**src/rtl/instr_encoder_if.sv**
```systemverilog
// Handshake bundle between fetch, the instruction encoder and the decode stage.
// The master side is the surrounding pipeline (fetch + decode); the slave side
// is the encoder itself.
interface instr_encoder_if;
    logic        in_valid;
    logic        in_ready;
    logic [31:0] in_instr;
    logic [31:0] in_pc;
    logic        flush;
    logic        out_valid;
    logic        out_ready;
    logic [3:0]  out_code;
    logic [31:0] out_instr;
    logic [31:0] out_pc;
    logic        out_illegal;

    modport master (
        output in_valid, in_instr, in_pc, flush, out_ready,
        input  in_ready, out_valid, out_code, out_instr, out_pc, out_illegal
    );

    modport slave (
        input  in_valid, in_instr, in_pc, flush, out_ready,
        output in_ready, out_valid, out_code, out_instr, out_pc, out_illegal
    );
endinterface

```
**src/rtl/instr_encoder.sv**
```systemverilog
// Instruction classifier for the MIPS front end: maps raw words to the 4-bit
// code the control decoder uses and buffers {code, instr, pc} in a 2-entry
// skid FIFO so that in_ready and out_valid both come straight from flops.
module instr_encoder (
    input  logic            clk,
    input  logic            rst_n,
    instr_encoder_if.slave  bus
);

    localparam logic [3:0] CODE_ADDU    = 4'h0;
    localparam logic [3:0] CODE_SUBU    = 4'h1;
    localparam logic [3:0] CODE_ORI     = 4'h2;
    localparam logic [3:0] CODE_LW      = 4'h3;
    localparam logic [3:0] CODE_SW      = 4'h4;
    localparam logic [3:0] CODE_BEQ     = 4'h5;
    localparam logic [3:0] CODE_LUI     = 4'h6;
    localparam logic [3:0] CODE_JAL     = 4'h7;
    localparam logic [3:0] CODE_JR      = 4'h8;
    localparam logic [3:0] CODE_SLL     = 4'h9;
    localparam logic [3:0] CODE_ILLEGAL = 4'hF;

    logic [1:0]  count_q, count_d;
    logic        rdPtr_q, rdPtr_d;
    logic        wrPtr_q, wrPtr_d;
    logic        inReady_q;
    logic        outValid_q;
    logic [3:0]  code_q  [2];
    logic [31:0] instr_q [2];
    logic [31:0] pc_q    [2];
    logic [3:0]  inCode;
    logic        push;
    logic        pop;

    // Classify the incoming word from opcode, and from funct for R-type words.
    always_comb begin
        inCode = CODE_ILLEGAL;
        case (bus.in_instr[31:26])
            6'b000000: begin
                case (bus.in_instr[5:0])
                    6'b100001: inCode = CODE_ADDU;
                    6'b100011: inCode = CODE_SUBU;
                    6'b000000: inCode = CODE_SLL;
                    6'b001000: inCode = CODE_JR;
                    default:   inCode = CODE_ILLEGAL;
                endcase
            end
            6'b001101: inCode = CODE_ORI;
            6'b100011: inCode = CODE_LW;
            6'b101011: inCode = CODE_SW;
            6'b000100: inCode = CODE_BEQ;
            6'b001111: inCode = CODE_LUI;
            6'b000011: inCode = CODE_JAL;
            default:   inCode = CODE_ILLEGAL;
        endcase
    end

    // Next pointers and occupancy; a flush wins over any push or pop.
    always_comb begin
        push    = bus.in_valid & inReady_q;
        pop     = outValid_q & bus.out_ready;
        count_d = count_q;
        rdPtr_d = rdPtr_q;
        wrPtr_d = wrPtr_q;
        if (bus.flush) begin
            count_d = 2'd0;
            rdPtr_d = 1'b0;
            wrPtr_d = 1'b0;
        end else begin
            if (push) begin
                wrPtr_d = ~wrPtr_q;
            end
            if (pop) begin
                rdPtr_d = ~rdPtr_q;
            end
            if (push && !pop) begin
                count_d = count_q + 2'd1;
            end else if (pop && !push) begin
                count_d = count_q - 2'd1;
            end
        end
    end

    // Occupancy, pointers and the registered handshake flags derived from next count.
    always_ff @(posedge clk or negedge rst_n) begin
        if (!rst_n) begin
            count_q    <= 2'd0;
            rdPtr_q    <= 1'b0;
            wrPtr_q    <= 1'b0;
            inReady_q  <= 1'b1;
            outValid_q <= 1'b0;
        end else begin
            count_q    <= count_d;
            rdPtr_q    <= rdPtr_d;
            wrPtr_q    <= wrPtr_d;
            inReady_q  <= (count_d < 2'd2);
            outValid_q <= (count_d != 2'd0);
        end
    end

    // Entry storage: capture code, word and PC into the write slot on a push.
    always_ff @(posedge clk or negedge rst_n) begin
        if (!rst_n) begin
            for (int i = 0; i < 2; i++) begin
                code_q[i]  <= 4'h0;
                instr_q[i] <= 32'h0;
                pc_q[i]    <= 32'h0;
            end
        end else if (!bus.flush && push) begin
            code_q[wrPtr_q]  <= inCode;
            instr_q[wrPtr_q] <= bus.in_instr;
            pc_q[wrPtr_q]    <= bus.in_pc;
        end
    end

    assign bus.in_ready    = inReady_q;
    assign bus.out_valid   = outValid_q;
    assign bus.out_code    = code_q[rdPtr_q];
    assign bus.out_instr   = instr_q[rdPtr_q];
    assign bus.out_pc      = pc_q[rdPtr_q];
    assign bus.out_illegal = (code_q[rdPtr_q] == CODE_ILLEGAL);

endmodule
```
**src/flat_wrapper.sv**
```systemverilog
// flat-port wrapper written by rule: the top's interface ports become plain ports
module instr_encoder_flat 
  (clk, rst_n, bus_in_valid, bus_in_instr, bus_in_pc, bus_flush, bus_out_ready, bus_in_ready, bus_out_valid, bus_out_code, bus_out_instr, bus_out_pc, bus_out_illegal);
  instr_encoder_if bus_i ();
  input  logic clk;
  input  logic rst_n;
  input wire logic [$bits(bus_i.in_valid)-1:0] bus_in_valid;
  input wire logic [$bits(bus_i.in_instr)-1:0] bus_in_instr;
  input wire logic [$bits(bus_i.in_pc)-1:0] bus_in_pc;
  input wire logic [$bits(bus_i.flush)-1:0] bus_flush;
  input wire logic [$bits(bus_i.out_ready)-1:0] bus_out_ready;
  output wire logic [$bits(bus_i.in_ready)-1:0] bus_in_ready;
  output wire logic [$bits(bus_i.out_valid)-1:0] bus_out_valid;
  output wire logic [$bits(bus_i.out_code)-1:0] bus_out_code;
  output wire logic [$bits(bus_i.out_instr)-1:0] bus_out_instr;
  output wire logic [$bits(bus_i.out_pc)-1:0] bus_out_pc;
  output wire logic [$bits(bus_i.out_illegal)-1:0] bus_out_illegal;
  assign bus_i.in_valid = bus_in_valid;
  assign bus_i.in_instr = bus_in_instr;
  assign bus_i.in_pc = bus_in_pc;
  assign bus_i.flush = bus_flush;
  assign bus_i.out_ready = bus_out_ready;
  assign bus_in_ready = bus_i.in_ready;
  assign bus_out_valid = bus_i.out_valid;
  assign bus_out_code = bus_i.out_code;
  assign bus_out_instr = bus_i.out_instr;
  assign bus_out_pc = bus_i.out_pc;
  assign bus_out_illegal = bus_i.out_illegal;
  instr_encoder u_core (.clk(clk), .rst_n(rst_n), .bus(bus_i));
endmodule
```
**config.mk**
```make
export PLATFORM = sky130hd
export DESIGN_NAME = instr_encoder_flat
export DESIGN_NICKNAME = d
export VERILOG_FILES = /design/src/rtl/instr_encoder_if.sv /design/src/rtl/instr_encoder.sv /design/src/flat_wrapper.sv
export SDC_FILE = /design/constraint.sdc
export NUM_CORES = 1
export LEC_CHECK = 0
export ABC_AREA = 0
export CAP_MARGIN = 20
export CORE_AREA = 2 2 110 112
export CTS_BUF_LIST = sky130_fd_sc_hd__clkbuf_4 sky130_fd_sc_hd__clkbuf_8
export CTS_CLUSTER_SIZE = 10
export DETAILED_ROUTE_END_ITERATION = 8
export DIE_AREA = 0 0 112 114
export PLACE_DENSITY_LB_ADDON = 0.25
export SLEW_MARGIN = 20
export SYNTH_ARGS = -nofsm -noshare
export SYNTH_HDL_FRONTEND = slang
export SYNTH_SLANG_ARGS = --single-unit
```
**constraint.sdc**
```tcl
create_clock -name clk -period 2.4 [get_ports clk]
set_input_delay 0.48 -clock clk [delete_from_list [all_inputs] [get_ports clk]]
set_output_delay 0.48 -clock clk [all_outputs]
set_load 0.01 [all_outputs]
```
==> results of run 1 <==
==> critical path, stage by stage, from the launching register on <==
cell,delay (ns)
sky130_fd_sc_hd__dfrtp_2,0.41
sky130_fd_sc_hd__buf_8,0.17
sky130_fd_sc_hd__mux2_2,0.36
sky130_fd_sc_hd__clkdlybuf4s50_1,0.48
==> sequential cells by signal, indices dropped and copies added (netlist names) <==
| signal | count |
|---|---|
| u_core.count_q | 2 |
| u_core.code_q | 8 |
| u_core.rdPtr_q | 1 |
| u_core.bus.out_valid | 1 |
| u_core.instr_q | 64 |
| u_core.wrPtr_q | 1 |
| u_core.pc_q | 64 |
| u_core.bus.in_ready | 1 |
==> routing by layer <==
metal  vias up  track usage  wire [um]
li1       2197            -          -
met1      2313       0.3048       6140
met2       115       0.4113       7396
met3        23      0.06376        797
met4         0      0.09431        276
met5         -            0          0
==> stage by stage <==
step	TNS (ns)	power (mW)	setup WS, ns
global placement	0	7.012	0.2095
CTS	0	9.010	0.03349
floorplan	0	5.599	0.5882
global route	-0.003062	9.494	-0.003062
finish	0	8.946	0.05344
detailed placement	0	7.183	0.1740
==> synth_stat cells (2+ instances only) <==
master	n	area, sq um
sky130_fd_sc_hd__dfrtp_1	141	3528
sky130_fd_sc_hd__nand2_1	192	720.7
sky130_fd_sc_hd__and3b_1	3	26.28
sky130_fd_sc_hd__a211oi_1	2	15.01
sky130_fd_sc_hd__xor2_1	2	17.52
sky130_fd_sc_hd__nor3b_1	2	15.01
sky130_fd_sc_hd__a31oi_1	5	31.28
sky130_fd_sc_hd__mux2_2	126	1419
sky130_fd_sc_hd__mux2i_1	2	20.02
sky130_fd_sc_hd__or3_4	2	22.52
sky130_fd_sc_hd__inv_1	3	11.26
sky130_fd_sc_hd__buf_6	8	90.09
sky130_fd_sc_hd__clkbuf_1	12	45.04
sky130_fd_sc_hd__nor3_1	5	25.02
sky130_fd_sc_hd__mux2_1	5	56.30
sky130_fd_sc_hd__a21oi_1	3	15.01
sky130_fd_sc_hd__buf_2	10	50.05
sky130_fd_sc_hd__nor2_1	11	41.29
sky130_fd_sc_hd__nand2b_1	2	12.51
sky130_fd_sc_hd__nor2b_1	2	12.51
sky130_fd_sc_hd__o21ai_0	7	35.03
==> what timing repair did <==
item / CTS / global route
endpoints found under the hold margin: 48 / 0
cloned: 0 / 0
hold buffers: 1 / 0
gates resized for setup: 54 / 4
buffers inserted: 5 / 0
endpoints found under the setup margin: 65 / 8
==> power groups by stage <==
stage	registers, mW	logic, mW	clock network (mW)
final	3.90	2.99	2.05
after global routing	4.01	3.28	2.20
after CTS	3.89	3.04	2.08
after detailed placement	3.94	3.24	0
after global placement	3.85	3.16	0
after floorplan	3.75	1.85	0
==> worst max-delay path by stage <==
stage / endpoint / cells past startpoint / from / slack, ns
2_1_floorplan: bus_out_instr[10] / 4 / u_core.rdPtr_q / 0.59
5_1_grt: bus_out_illegal / 4 / u_core.rdPtr_q / -0.003
6_report: bus_out_instr[30] / 3 / u_core.rdPtr_q / 0.05
4_1_cts: bus_out_instr[30] / 3 / u_core.rdPtr_q / 0.03
3_3_place_gp: u_core.pc_q[54] / 5 / bus_in_valid / 0.21
3_5_place_dp: u_core.code_q[0] / 5 / bus_in_instr[26] / 0.17
==> area by class of cell <==
class / instances / area share
multi-input cells: 391 / 0.3169
clock buffers: 26 / 0.03872
repair buffers: 159 / 0.1872
flip-flops and latches: 142 / 0.4216
inverters: 3 / 0.001335
well taps: 147 / 0.02181
clock inverters: 6 / 0.01246
==> logic make-up after synthesis <==
logic type	Yosys count	synth area share
AO/OA/AOI/OAI	26	0.02753
AND/OR/NAND/NOR	229	0.1503
buffers and inverters	35	0.03567
multiplexers	133	0.2317
flip-flops	142	0.5508
XOR/XNOR	3	0.004072
==> cell usage in the layout, fill, tap and decap left out, types with 3 or more instances in the layout <==
cell                                n
sky130_fd_sc_hd__inv_1              3
sky130_fd_sc_hd__buf_12             7
sky130_fd_sc_hd__mux2_2           126
sky130_fd_sc_hd__and3b_1            3
sky130_fd_sc_hd__o21ai_0            6
sky130_fd_sc_hd__clkinv_2           3
sky130_fd_sc_hd__dlygate4sd2_1     51
sky130_fd_sc_hd__bufinv_16          3
sky130_fd_sc_hd__mux2_1             5
sky130_fd_sc_hd__nor2_1            11
sky130_fd_sc_hd__buf_4             10
sky130_fd_sc_hd__clkdlybuf4s50_1   85
sky130_fd_sc_hd__clkbuf_4           5
sky130_fd_sc_hd__a31oi_1            5
sky130_fd_sc_hd__nor3_1             5
sky130_fd_sc_hd__dfrtp_1          140
sky130_fd_sc_hd__clkbuf_8          21
sky130_fd_sc_hd__nand2_1          192
sky130_fd_sc_hd__a21oi_1            3
==> metrics, run 1 <==
final layout net count=between 700 and 800; number of optimization iterations in the first detailed-route pass=4; proportion of synthesized chip area in sequential cells=0.5508; cell leakage power=3.880 nW; global-route usage over all layers=0.2440; actual transition at the worst max-transition pin=slightly below 0.5 ns; number of cell rows=40; number of antenna cells inserted=0; later-pin clock latency in the skew report=~0.45 ns; proportion of power drawn by combinational gates=0.335; total DRC errors in the routed layout=0; drt wl/cell=16.72 um; kind of path behind the tightest hold check=reg -> reg; Boundary Pins=140; number of flops mapped to enable cells by yosys=0; syn_nets=637; number of levels the H-tree was split into=4; clock-pin slew reported for the worst setup and hold paths after clock tree synthesis=0.07 ns; count of input and output buffers=139; synthesized instance count=between 500 and 600; R2R setup slack=between 0.6 and 0.7 ns; post-route design area=about 8400 sq um; type of the worst setup path=reg -> out; worst rel slew slack=0.6799; category of the worst setup path launch point=register; worst hold path stage count=2; FF-to-FF Start=u_core.bus.in_ready; total clock buffers created by CTS=17; unique cell type count in the Yosys netlist=44; number of global-route vias before repair=about 5000; switching pwr=about 2.7 mW; first-pass GRT wire length=roughly 25000 um; die width=roughly 110 um; aggregate global routing overflow=0; number of vias in the routed layout=~4600; final worst path period need=2.347 ns; post-route clock period utilization=0.9777; worst hold start=u_core.pc_q[23]; post-route ant nets=0; FMAX=approximately 430 MHz; number of hold-slack violations in the final timing report=0; Initial DRC Count=approximately 240; routed wire length=14610 um; final non-filler cell total=~870; die outline area=~13000 sq um; max-slew violations=0; Die Y-Extent=~110 um; # Max-Cap Violations=0; Worst R2R Path Depth=4; Avg Synthesized Cell Area=between 10 and 15 sq um; initial antenna violation count=0; Switching Share=0.3005; Core Box Area=~12000 sq um; critical path peak fanout=14; layout cells sized above 1=0.2600; critical register-to-register path endpoint=u_core.pc_q[50]; clock group share of total power=0.230; fill cell count=868; CP required=about 1.9 ns; peak supply drop=0.0006673 V; Cell Count Post-Placement=about 840; fraction of registers with async set/reset=1.000; YS warnings=0; result of the run=finished clean; maximum buffer depth of the clock tree=2; register bit count reported by yosys=approximately 140; Placed Area=8013 sq um; library cell used as clock root buffer=sky130_fd_sc_hd__clkbuf_8; synthesis-to-finish area growth=30.69%; final hold slack=approximately 0.47 ns; TritonCTS clock tree=built; internal cell power=approximately 6.3 mW; main flop type after synthesis=sky130_fd_sc_hd__dfrtp_1; area of the mapped netlist=between 6000 and 7000 sq um; post-detailed-placement half-perimeter wirelength=a little under 10000 um; sequential power share=0.436; area of combinational cells with multiple inputs=between 2000 and 3000 sq um; via density per instance=approximately 5.3; total setup violations reported at the end of the flow=0; Setup crit end kind=primary output; Util after Layout=0.7202; maximum number of pins on one net before global-route repair=between 50 and 60; worst min-delay path endpoint=u_core.pc_q[23]; Sequential Area=about 3600 sq um; gpl congestion=approximately 0.78; worst-case clock skew=0.006483 ns; power density normalized to cell area=~1100 nW/um^2; Initial Util=0.5511; clock sink count=approximately 140; WP data arrival=approximately 1.9 ns
(Power assumes the default switching activity.)
==> run 2, diff against run 1 <==
SLEW_MARGIN = unset   (was 20)
TNS_END_PERCENT = 100   (was unset)
==> results of run 2 <==
Final layout, timing and power as in run 1 (identical DEF).
